--- config.mk ---
export PLATFORM = sky130hd
export DESIGN_NAME = mem_bus_master_flat
export DESIGN_NICKNAME = d
export VERILOG_FILES = /design/src/rtl/mem_bus_master_if.sv /design/src/rtl/mem_bus_master.sv /design/src/flat_wrapper.sv
export SDC_FILE = /design/constraint.sdc
export NUM_CORES = 1
export LEC_CHECK = 0
export CAP_MARGIN = 0
export CORE_MARGIN = 4
export CORE_UTILIZATION = 35
export DETAILED_ROUTE_END_ITERATION = 6
export PLACE_DENSITY_LB_ADDON = 0.1
export SKIP_CTS_REPAIR_TIMING = 1
export SLEW_MARGIN = 20
export SYNTH_ARGS = -nofsm -noshare
export SYNTH_HDL_FRONTEND = slang
export SYNTH_SLANG_ARGS = --single-unit
--- constraint.sdc ---
create_clock -name clk -period 3.41 [get_ports clk]
set_clock_uncertainty 0.05 [all_clocks]
set_input_delay 1.023 -clock clk [delete_from_list [all_inputs] [get_ports clk]]
set_output_delay 1.023 -clock clk [all_outputs]
set_load 0.02 [all_outputs]
--- src/rtl/mem_bus_master_if.sv ---
// rtl/mem_bus_master_if.sv - req/ack data bus between the MEM-stage master and the memory slave
interface mem_bus_master_if;
  logic        bus_req;
  logic        bus_we;
  logic [31:0] bus_addr;
  logic [3:0]  bus_sel;
  logic [31:0] bus_wdata;
  logic        bus_ack;
  logic [31:0] bus_rdata;

  modport master (
    output bus_req,
    output bus_we,
    output bus_addr,
    output bus_sel,
    output bus_wdata,
    input  bus_ack,
    input  bus_rdata
  );

  modport slave (
    input  bus_req,
    input  bus_we,
    input  bus_addr,
    input  bus_sel,
    input  bus_wdata,
    output bus_ack,
    output bus_rdata
  );
endinterface

--- src/rtl/mem_bus_master.sv ---
// rtl/mem_bus_master.sv - MEM-stage load/store engine: single-outstanding req/ack bus master with stall,
// load extension, misalignment and bus-timeout detection.
module mem_bus_master #(
  parameter int unsigned TIMEOUT_CYCLES = 255
) (
  input  logic                   clk,
  input  logic                   rst,
  input  logic [7:0]             mem_aluop,
  input  logic [31:0]            mem_mem_addr,
  input  logic [31:0]            mem_reg2,
  input  logic [4:0]             mem_wd,
  input  logic                   mem_wreg,
  input  logic [31:0]            mem_wdata,
  input  logic                   flush,
  mem_bus_master_if.master       bus,
  output logic                   stallreq_mem,
  output logic [4:0]             wb_wd,
  output logic                   wb_wreg,
  output logic [31:0]            wb_wdata,
  output logic                   exc_adel,
  output logic                   exc_ades,
  output logic                   exc_buserr
);

  localparam logic [7:0] OP_LB  = 8'hE0;
  localparam logic [7:0] OP_LBU = 8'hE4;
  localparam logic [7:0] OP_LH  = 8'hE1;
  localparam logic [7:0] OP_LHU = 8'hE5;
  localparam logic [7:0] OP_LW  = 8'hE3;
  localparam logic [7:0] OP_SB  = 8'hE8;
  localparam logic [7:0] OP_SH  = 8'hE9;
  localparam logic [7:0] OP_SW  = 8'hEB;

  localparam logic [1:0] SZ_BYTE = 2'd0;
  localparam logic [1:0] SZ_HALF = 2'd1;
  localparam logic [1:0] SZ_WORD = 2'd2;

  localparam logic [1:0] ST_IDLE = 2'd0;
  localparam logic [1:0] ST_BUS  = 2'd1;
  localparam logic [1:0] ST_DONE = 2'd2;

  localparam logic [7:0] CNT_LAST = 8'(TIMEOUT_CYCLES - 1);

  logic [1:0]  state;
  logic [7:0]  wait_cnt;
  logic        err_q;
  logic [31:0] rdata_q;
  logic        is_load_q;
  logic [1:0]  size_q;
  logic        unsigned_q;
  logic [1:0]  off_q;

  logic        is_load;
  logic        is_store;
  logic        is_mem;
  logic [1:0]  acc_size;
  logic        ld_unsigned;
  logic        misaligned;
  logic        start;
  logic [3:0]  lane_sel;
  logic [31:0] store_data;
  logic [31:0] load_ext;
  logic [7:0]  ld_byte;
  logic [15:0] ld_half;

  always_comb begin
    is_load     = 1'b0;
    is_store    = 1'b0;
    acc_size    = SZ_WORD;
    ld_unsigned = 1'b0;
    case (mem_aluop)
      OP_LB:  begin is_load  = 1'b1; acc_size = SZ_BYTE; end
      OP_LBU: begin is_load  = 1'b1; acc_size = SZ_BYTE; ld_unsigned = 1'b1; end
      OP_LH:  begin is_load  = 1'b1; acc_size = SZ_HALF; end
      OP_LHU: begin is_load  = 1'b1; acc_size = SZ_HALF; ld_unsigned = 1'b1; end
      OP_LW:  begin is_load  = 1'b1; acc_size = SZ_WORD; end
      OP_SB:  begin is_store = 1'b1; acc_size = SZ_BYTE; end
      OP_SH:  begin is_store = 1'b1; acc_size = SZ_HALF; end
      OP_SW:  begin is_store = 1'b1; acc_size = SZ_WORD; end
      default: ;
    endcase
  end

  assign is_mem     = is_load | is_store;
  assign misaligned = ((acc_size == SZ_HALF) && mem_mem_addr[0]) ||
                      ((acc_size == SZ_WORD) && (mem_mem_addr[1:0] != 2'b00));
  assign start      = (state == ST_IDLE) && is_mem && !misaligned && !flush;

  // Big-endian lanes: byte offset 0 lives in bits 31:24.
  always_comb begin
    lane_sel   = 4'b1111;
    store_data = mem_reg2;
    case (acc_size)
      SZ_BYTE: begin
        store_data = {4{mem_reg2[7:0]}};
        case (mem_mem_addr[1:0])
          2'd0:    lane_sel = 4'b1000;
          2'd1:    lane_sel = 4'b0100;
          2'd2:    lane_sel = 4'b0010;
          default: lane_sel = 4'b0001;
        endcase
      end
      SZ_HALF: begin
        store_data = {2{mem_reg2[15:0]}};
        lane_sel   = mem_mem_addr[1] ? 4'b0011 : 4'b1100;
      end
      default: ;
    endcase
  end

  always_comb begin
    case (off_q)
      2'd0:    ld_byte = bus.bus_rdata[31:24];
      2'd1:    ld_byte = bus.bus_rdata[23:16];
      2'd2:    ld_byte = bus.bus_rdata[15:8];
      default: ld_byte = bus.bus_rdata[7:0];
    endcase
    ld_half = off_q[1] ? bus.bus_rdata[15:0] : bus.bus_rdata[31:16];
    case (size_q)
      SZ_BYTE: load_ext = unsigned_q ? {24'd0, ld_byte} : {{24{ld_byte[7]}}, ld_byte};
      SZ_HALF: load_ext = unsigned_q ? {16'd0, ld_half} : {{16{ld_half[15]}}, ld_half};
      default: load_ext = bus.bus_rdata;
    endcase
  end

  always_ff @(posedge clk or negedge rst) begin
    if (!rst) begin
      state         <= ST_IDLE;
      wait_cnt      <= 8'd0;
      err_q         <= 1'b0;
      rdata_q       <= 32'd0;
      is_load_q     <= 1'b0;
      size_q        <= SZ_WORD;
      unsigned_q    <= 1'b0;
      off_q         <= 2'd0;
      bus.bus_req   <= 1'b0;
      bus.bus_we    <= 1'b0;
      bus.bus_addr  <= 32'd0;
      bus.bus_sel   <= 4'd0;
      bus.bus_wdata <= 32'd0;
    end else begin
      case (state)
        ST_IDLE: begin
          if (start) begin
            bus.bus_req   <= 1'b1;
            bus.bus_we    <= is_store;
            bus.bus_addr  <= {mem_mem_addr[31:2], 2'b00};
            bus.bus_sel   <= lane_sel;
            bus.bus_wdata <= store_data;
            is_load_q     <= is_load;
            size_q        <= acc_size;
            unsigned_q    <= ld_unsigned;
            off_q         <= mem_mem_addr[1:0];
            wait_cnt      <= 8'd0;
            err_q         <= 1'b0;
            state         <= ST_BUS;
          end
        end
        ST_BUS: begin
          wait_cnt <= wait_cnt + 8'd1;
          // An ack on the terminal-count cycle still counts as success.
          if (bus.bus_ack) begin
            if (is_load_q) begin
              rdata_q <= load_ext;
            end
            bus.bus_req <= 1'b0;
            state       <= ST_DONE;
          end else if (wait_cnt == CNT_LAST) begin
            bus.bus_req <= 1'b0;
            err_q       <= 1'b1;
            state       <= ST_DONE;
          end
        end
        ST_DONE: begin
          state <= ST_IDLE;
        end
        default: begin
          bus.bus_req <= 1'b0;
          state       <= ST_IDLE;
        end
      endcase
    end
  end

  always_comb begin
    wb_wd        = mem_wd;
    wb_wreg      = mem_wreg;
    wb_wdata     = mem_wdata;
    stallreq_mem = 1'b0;
    exc_adel     = 1'b0;
    exc_ades     = 1'b0;
    exc_buserr   = 1'b0;
    case (state)
      ST_IDLE: begin
        // A memory op never writes back from IDLE; its result appears in DONE.
        if (is_mem) begin
          wb_wreg = 1'b0;
          if (misaligned) begin
            exc_adel = is_load;
            exc_ades = is_store;
          end else if (!flush) begin
            stallreq_mem = 1'b1;
          end
        end
      end
      ST_BUS: begin
        stallreq_mem = 1'b1;
        wb_wreg      = 1'b0;
      end
      ST_DONE: begin
        exc_buserr = err_q;
        if (is_load_q) begin
          wb_wdata = rdata_q;
          wb_wreg  = mem_wreg & ~err_q;
        end else begin
          wb_wreg = 1'b0;
        end
      end
      default: ;
    endcase
  end

endmodule

--- src/flat_wrapper.sv ---
// flat-port wrapper written by rule: the top's interface ports become plain ports
module mem_bus_master_flat 
#(
  parameter int unsigned TIMEOUT_CYCLES = 255
)
  (clk, rst, mem_aluop, mem_mem_addr, mem_reg2, mem_wd, mem_wreg, mem_wdata, flush, stallreq_mem, wb_wd, wb_wreg, wb_wdata, exc_adel, exc_ades, exc_buserr, bus_bus_req, bus_bus_we, bus_bus_addr, bus_bus_sel, bus_bus_wdata, bus_bus_ack, bus_bus_rdata);
  mem_bus_master_if bus_i ();
  input  logic clk;
  input  logic rst;
  input  logic [7:0] mem_aluop;
  input  logic [31:0] mem_mem_addr;
  input  logic [31:0] mem_reg2;
  input  logic [4:0] mem_wd;
  input  logic mem_wreg;
  input  logic [31:0] mem_wdata;
  input  logic flush;
  output logic stallreq_mem;
  output logic [4:0] wb_wd;
  output logic wb_wreg;
  output logic [31:0] wb_wdata;
  output logic exc_adel;
  output logic exc_ades;
  output logic exc_buserr;
  output wire logic [$bits(bus_i.bus_req)-1:0] bus_bus_req;
  output wire logic [$bits(bus_i.bus_we)-1:0] bus_bus_we;
  output wire logic [$bits(bus_i.bus_addr)-1:0] bus_bus_addr;
  output wire logic [$bits(bus_i.bus_sel)-1:0] bus_bus_sel;
  output wire logic [$bits(bus_i.bus_wdata)-1:0] bus_bus_wdata;
  input wire logic [$bits(bus_i.bus_ack)-1:0] bus_bus_ack;
  input wire logic [$bits(bus_i.bus_rdata)-1:0] bus_bus_rdata;
  assign bus_bus_req = bus_i.bus_req;
  assign bus_bus_we = bus_i.bus_we;
  assign bus_bus_addr = bus_i.bus_addr;
  assign bus_bus_sel = bus_i.bus_sel;
  assign bus_bus_wdata = bus_i.bus_wdata;
  assign bus_i.bus_ack = bus_bus_ack;
  assign bus_i.bus_rdata = bus_bus_rdata;
  mem_bus_master #(.TIMEOUT_CYCLES(TIMEOUT_CYCLES)) u_core (.clk(clk), .rst(rst), .mem_aluop(mem_aluop), .mem_mem_addr(mem_mem_addr), .mem_reg2(mem_reg2), .mem_wd(mem_wd), .mem_wreg(mem_wreg), .mem_wdata(mem_wdata), .flush(flush), .bus(bus_i), .stallreq_mem(stallreq_mem), .wb_wd(wb_wd), .wb_wreg(wb_wreg), .wb_wdata(wb_wdata), .exc_adel(exc_adel), .exc_ades(exc_ades), .exc_buserr(exc_buserr));
endmodule
==> results of run 1 <==
[through the flow]
stage	hold WS (ns)	TNS, ns	util (%)	cell area, µm²	std cells
CTS	0.4353	-2.851	54.79	9477	1045
detailed placement	0.4224	-12.65	51.67	8937	1015
finish	0.4242	0	55.36	9575	1048
global route	0.4687	0	55.36	9575	1048
global placement	0.4128	-11.50	51.67	8937	1015
floorplan	0.3946	-0.02867	-	6192	559
[layer usage]
metal | share of wire (%) | wire length (µm) | track usage (%) | vias up
met2 | 47 | 8901 | 30.09 | 212
met3 | 8.5 | 1611 | 6.886 | 38
li1 | - | - | - | 2540
met4 | 2.8 | 522 | 8.261 | 2
met5 | 0.069 | 13 | 0 | -
met1 | 41 | 7836 | 23.45 | 2569
[kinds of logic after synthesis]
family | count (synthesis) | synth area share (%)
adder cells (fa/ha/maj) | 2 | 0.4050
buffers and inverters | 51 | 4.578
multiplexers | 135 | 24.57
other | 1 | 0.06071
AND/OR/NAND/NOR | 152 | 12.09
AO/OA/AOI/OAI | 99 | 10.74
XOR/XNOR | 1 | 0.1418
flip-flops | 117 | 47.42
[sequential cells by signal, indices dropped and copies added, names as in the netlist]
| register | count |
|---|---|
| u_core.bus.bus_wdata | 32 |
| u_core.rdata_q | 32 |
| u_core.bus.bus_addr | 30 |
| u_core.wait_cnt | 8 |
| u_core.bus.bus_sel | 4 |
| u_core.off_q | 2 |
| u_core.size_q | 2 |
| u_core.state | 2 |
| u_core.bus.bus_req | 1 |
| u_core.bus.bus_we | 1 |
| u_core.err_q | 1 |
| u_core.is_load_q | 1 |
| u_core.unsigned_q | 1 |
[worst max path at each step]
| stage | endpoint | cells after the start | slack (ns) |
|---|---|---|---|
| after global routing | exc_adel | 6 | 0.06 |
| final | wb_wdata[14] | 3 | 0.1 |
| after global placement | exc_adel | 6 | -0.73 |
| after floorplan | exc_adel | 5 | -0.03 |
| after CTS | exc_adel | 6 | -0.76 |
| after detailed placement | exc_adel | 6 | -0.75 |
[report_power, final]
group | total, mW | internal, mW | switching, mW
Combinational | 0.837 | 0.463 | 0.374
Sequential | 1.59 | 1.50 | 0.0973
Clock | 1.63 | 1.03 | 0.598
Total | 4.06 | 2.99 | 1.07
[layout by cell type, fill, tap and decap left out, types with 10 or more instances in the layout]
cell type        synthesis  layout
nand3_1                 42      42
or3_1                   10      10
mux2_2                 109     109
clkbuf_16                0      17
a21oi_1                 30      28
clkdlybuf4s50_1          0     227
buf_4                    9      32
dlymetal6s2s_1           0      13
dfrtp_1                116     115
mux2i_1                 20      20
nand2_1                 46      44
a31oi_1                 13      13
nor2_1                  29      28
[worst max-delay path, delay by kind of cell]
family	cells	cell delay, ns
mux	1	0.26
buf+inv	2	0.95
[cell type report]
type	count	area [µm²]	area share [%]
Sequential cell	117	2930	30.60
Clock inverter	4	20.02	0.2091
Tap cell	225	281.5	2.940
Clock buffer	26	519.2	5.423
Timing Repair Buffer	279	2774	28.97
Inverter	5	18.77	0.1960
Multi-Input combinational cell	391	3029	31.63
Antenna cell	1	2.502	0.02613
==> metrics.yaml, run 1 <==
first_global_vias: 5683
worstMarginPinSlew_ns: 0.8913
synth_area_leaders: "dfrtp_1, mux2_2, nand3_1, mux2i_1, nand2_1"
drive_above_1_share_pct: 23.97
drc: 0
slew_headroom_pct: 40.58
status: "finished, final reports clean"
postSynthCellCount: 558
r2r_slack_ns: 1.08
clk-insertion-delay-late_ns: 0.41
die_area_um2: 19840
grt_pass1_wl_um: 30200
cp_data_required_time_ns: 2.34
max-clock-path-buffers: 2
path_class: "primary input to output pin"
worst_path_max_delay_cell: "clkdlybuf4s50_1"
async_reset_ff_share_pct: 100.0
synth_common_cells: "dfrtp_1, mux2_2, nand2_1"
setup_ws_ns: 0.09860
cp-start-kind: "primary input"
hp-class: "flop to flop"
port_buffers: 245
reg2regPathDepth: 4
yosysMostFrequentCell: "dfrtp_1"
cts.clk_slew.worst_paths_ns: 0.05
finalHoldViolations: 0
antenna_found_initial: 2
worst_hold_path.num_cells: 2
area_growth_pct: 55.01
overflow: 0
via_per_inst: 5.115
powerDensity_nw_per_um2: 424.0
drtIter0Drc: 193
dr.pass1.iters: 5
r2r-end: "u_core.rdata_q[17]"
period_minus_slack_ns: 3.311
worstReg2RegStart: "u_core.off_q[1]"
crit_fanout: 1
drt_wl_total_um: 18890
crit_path_frequent_cell: "clkdlybuf4s50_1"
ir_worst_vdd_uv: 310.6
die_y_um: 140.9
ios: 258
rows: 48
fin_total_pwr_mw: 4.060
synth.distinct_cells: 54
p_leak_nw: 4.294
startpoint: "mem_wdata[14]"
place_congestion: 0.8640
grt_usage_pct: 19.02
floorplan.initialDensity_pct: 35.71
pre_cts_slack_ns: -0.7498
holdCritStartpoint: "u_core.rdata_q[6]"
min_to: "u_core.rdata_q[6]"
ys_warn_count: 0
ctsHtreeMaxLevel: 4
synth_top_area_share_pct: 46.99
fin_nets: 959
rsz0062_at_grt: "no"
cts_inserted_buffers: 17
cts.sinks: 117
maxCapViolations: 0
max_stage_delay_ns: 0.55
ys.flop_type: "dfrtp_1"
dp.final_hpwl_um: 14110
cts_tree: "yes"
worstPathCellList: "clkdlybuf4s50_1, mux2_2, clkdlybuf4s50_1"
yosysSeqAreaShare_pct: 47.42
fillers: 1493
avgRoutedWirePerCell_um: 18.02
setup_violations: 0
ys_seq_elements: 117
die_width_um: 140.9
via_count: 5361
avgSynthCellArea_um2: 11.07
worstPathArrival_ns: 2.24
clock.fmax_ghz: 0.3020
synth_edf_count: 0
grt_max_degree: 67
syn-cell-area_um2: 6177
ant_nets: 0
post-route-period-util_pct: 97.11
yosysTopAreaCell: "dfrtp_1"
worst_setup_path_end_kind: "output pin"
core_um2: 17300
cts_root_buf: "clkbuf_16"
drv_slew: 0
Note: power is estimated with default switching activity, not from simulation.
==> run 2: changes to the inputs <==
--- a/config.mk
+++ b/config.mk
@@ -9,6 +9,7 @@
 export CORE_MARGIN = 4
 export CORE_UTILIZATION = 35
 export DETAILED_ROUTE_END_ITERATION = 6
+export MAX_ROUTING_LAYER = met4
 export PLACE_DENSITY_LB_ADDON = 0.1
 export SKIP_CTS_REPAIR_TIMING = 1
 export SLEW_MARGIN = 20
==> run 2 against run 1 <==
First-iteration DRC count increased by 2.1%. Clock-buffer cell count unchanged. Fmax about the same. Non-clock buffer count unchanged. Register-to-register slack got worse by 0.02 ns. Critical endpoint unchanged. Highest routed layer is now met4.
==> metrics.yaml, run 2 (synthesized netlist as in run 1, its figures left out) <==
status: "finished, final reports clean"  # unchanged
ir_worst_vdd_uv: 309.0  # was 310.6 µV
port_buffers: 245  # unchanged
path_class: "primary input to output pin"  # unchanged
floorplan.initialDensity_pct: 35.71  # unchanged
placed_cell_area_um2: 8937  # unchanged
worstMarginPinSlew_ns: 0.8901  # was 0.8913 ns
holdCritStartpoint: "u_core.rdata_q[6]"  # unchanged
clk-insertion-delay-late_ns: 0.41  # about the same
cp-start-kind: "primary input"  # unchanged
cts_inserted_buffers: 17  # unchanged
ant_nets: 0  # unchanged
seqCellArea_um2: 2930  # unchanged
worstReg2RegStart: "u_core.off_q[1]"  # unchanged
drive_above_1_share_pct: 23.97  # unchanged
die_y_um: 140.9  # unchanged
rows: 48  # unchanged
post-route-period-util_pct: 97.08  # was 97.11%
final_area_um2: 9578  # was 9575 µm²
tns_ns: 0  # unchanged
ios: 258  # unchanged
finalHoldViolations: 0  # unchanged
cp_data_required_time_ns: 2.34  # about the same
worst_setup_path_end_kind: "output pin"  # unchanged
place_congestion: 0.8780  # was 0.8640
die_area_um2: 19840  # unchanged
startpoint: "mem_wdata[14]"  # unchanged
first_global_vias: 5700  # was 5,683
multi_input_area_um2: 3029  # unchanged
grt_pass1_wl_um: 30110  # was 30,200 µm
dp.final_hpwl_um: 14110  # unchanged
cts.clk_slew.worst_paths_ns: 0.05  # about the same
worstPathArrival_ns: 2.24  # about the same
avgRoutedWirePerCell_um: 17.99  # was 18.02 µm
setup_ws_ns: 0.09964  # was 0.09860 ns
fin_nets: 959  # unchanged
via_per_inst: 5.148  # was 5.115
grt_usage_pct: 19.58  # was 19.02%
drt_wl_total_um: 18870  # was 18,890 µm
setup_violations: 0  # unchanged
p_leak_nw: 4.294  # about the same
slew_headroom_pct: 40.66  # was 40.58%
drtIter0Drc: 197  # was 193
maxCapViolations: 0  # unchanged
area_growth_pct: 55.05  # was 55.01%
layout_common_cells: "clkdlybuf4s50_1, dfrtp_1, mux2_2"  # unchanged
ctsHtreeMaxLevel: 4  # unchanged
pre_cts_slack_ns: -0.7498  # unchanged
antenna_found_initial: 2  # unchanged
crit_fanout: 1  # unchanged
overflow: 0  # unchanged
final_util_pct: 55.37  # was 55.36%
max-clock-path-buffers: 2  # unchanged
die_width_um: 140.9  # unchanged
final_common_cell: "clkdlybuf4s50_1"  # unchanged
rsz0062_at_grt: "no"  # unchanged
grt_max_degree: 67  # unchanged
powerDensity_nw_per_um2: 424.4  # was 424.0 nW/µm²
via_count: 5400  # was 5,361
fin_total_pwr_mw: 4.064  # was 4.060 mW
clock.fmax_ghz: 0.3021  # was 0.3020 GHz
reg_top3: "u_core.bus.bus_wdata (32), u_core.rdata_q (32), u_core.bus.bus_addr (30)"  # unchanged
drc: 0  # unchanged
hp-class: "flop to flop"  # unchanged
drv_slew: 0  # unchanged
cts_tree: "yes"  # unchanged
fillers: 1492  # was 1,493
cts.sinks: 117  # unchanged
dr.pass1.iters: 7  # was 5
core_um2: 17300  # unchanged
period_minus_slack_ns: 3.310  # was 3.311 ns
cts_root_buf: "clkbuf_16"  # unchanged
[run 2: worst paths after layout]
kind	to	slack [ns]	cells after the start
max	wb_wdata[14]	0.1	3
min	u_core.rdata_q[6]	0.42	2
max reg2reg	u_core.rdata_q[17]	1.06	4
min reg2reg	u_core.rdata_q[6]	0.42	2
max in group asynchronous	u_core.rdata_q[12]	1.85	2
min in group asynchronous	u_core.bus.bus_addr[15]	0.67	1
[run 2: layout make-up]
cell class / count / share of cell area (%)
Antenna cell: 2 / 0.05225
Clock inverter: 4 / 0.2090
Tap cell: 225 / 2.939
Inverter: 5 / 0.1960
Sequential cell: 117 / 30.59
Multi-Input combinational cell: 391 / 31.63
Timing Repair Buffer: 279 / 28.96
Clock buffer: 26 / 5.421
[run 2: layer usage]
metal	routed length (µm)	GRT usage (%)	vias up	part of all wire, %
li1	-	-	2549	-
met1	8061	24.06	2598	43
met2	8865	30.09	219	47
met3	1439	6.140	34	7.6
met4	503	7.955	0	2.7
met5	0	-	-	0
[run 2: power breakdown]
group | internal (mW) | switching, mW | leakage, nW
Combinational | 0.463 | 0.373 | 2.45
Clock | 1.03 | 0.603 | 0.272
Sequential | 1.50 | 0.0980 | 1.57
[run 2: through the flow]
stage                     instances  hold slack, ns
final                          1049          0.4244
after detailed placement       1015          0.4224
after global routing           1049          0.4687
after global placement         1015          0.4128
after CTS                      1045          0.4353
after floorplan                 559          0.3946
[run 2: critical path, stage by stage]
cell,delay (ns)
clkdlybuf4s50_1,0.40
mux2_2,0.26
clkdlybuf4s50_1,0.55
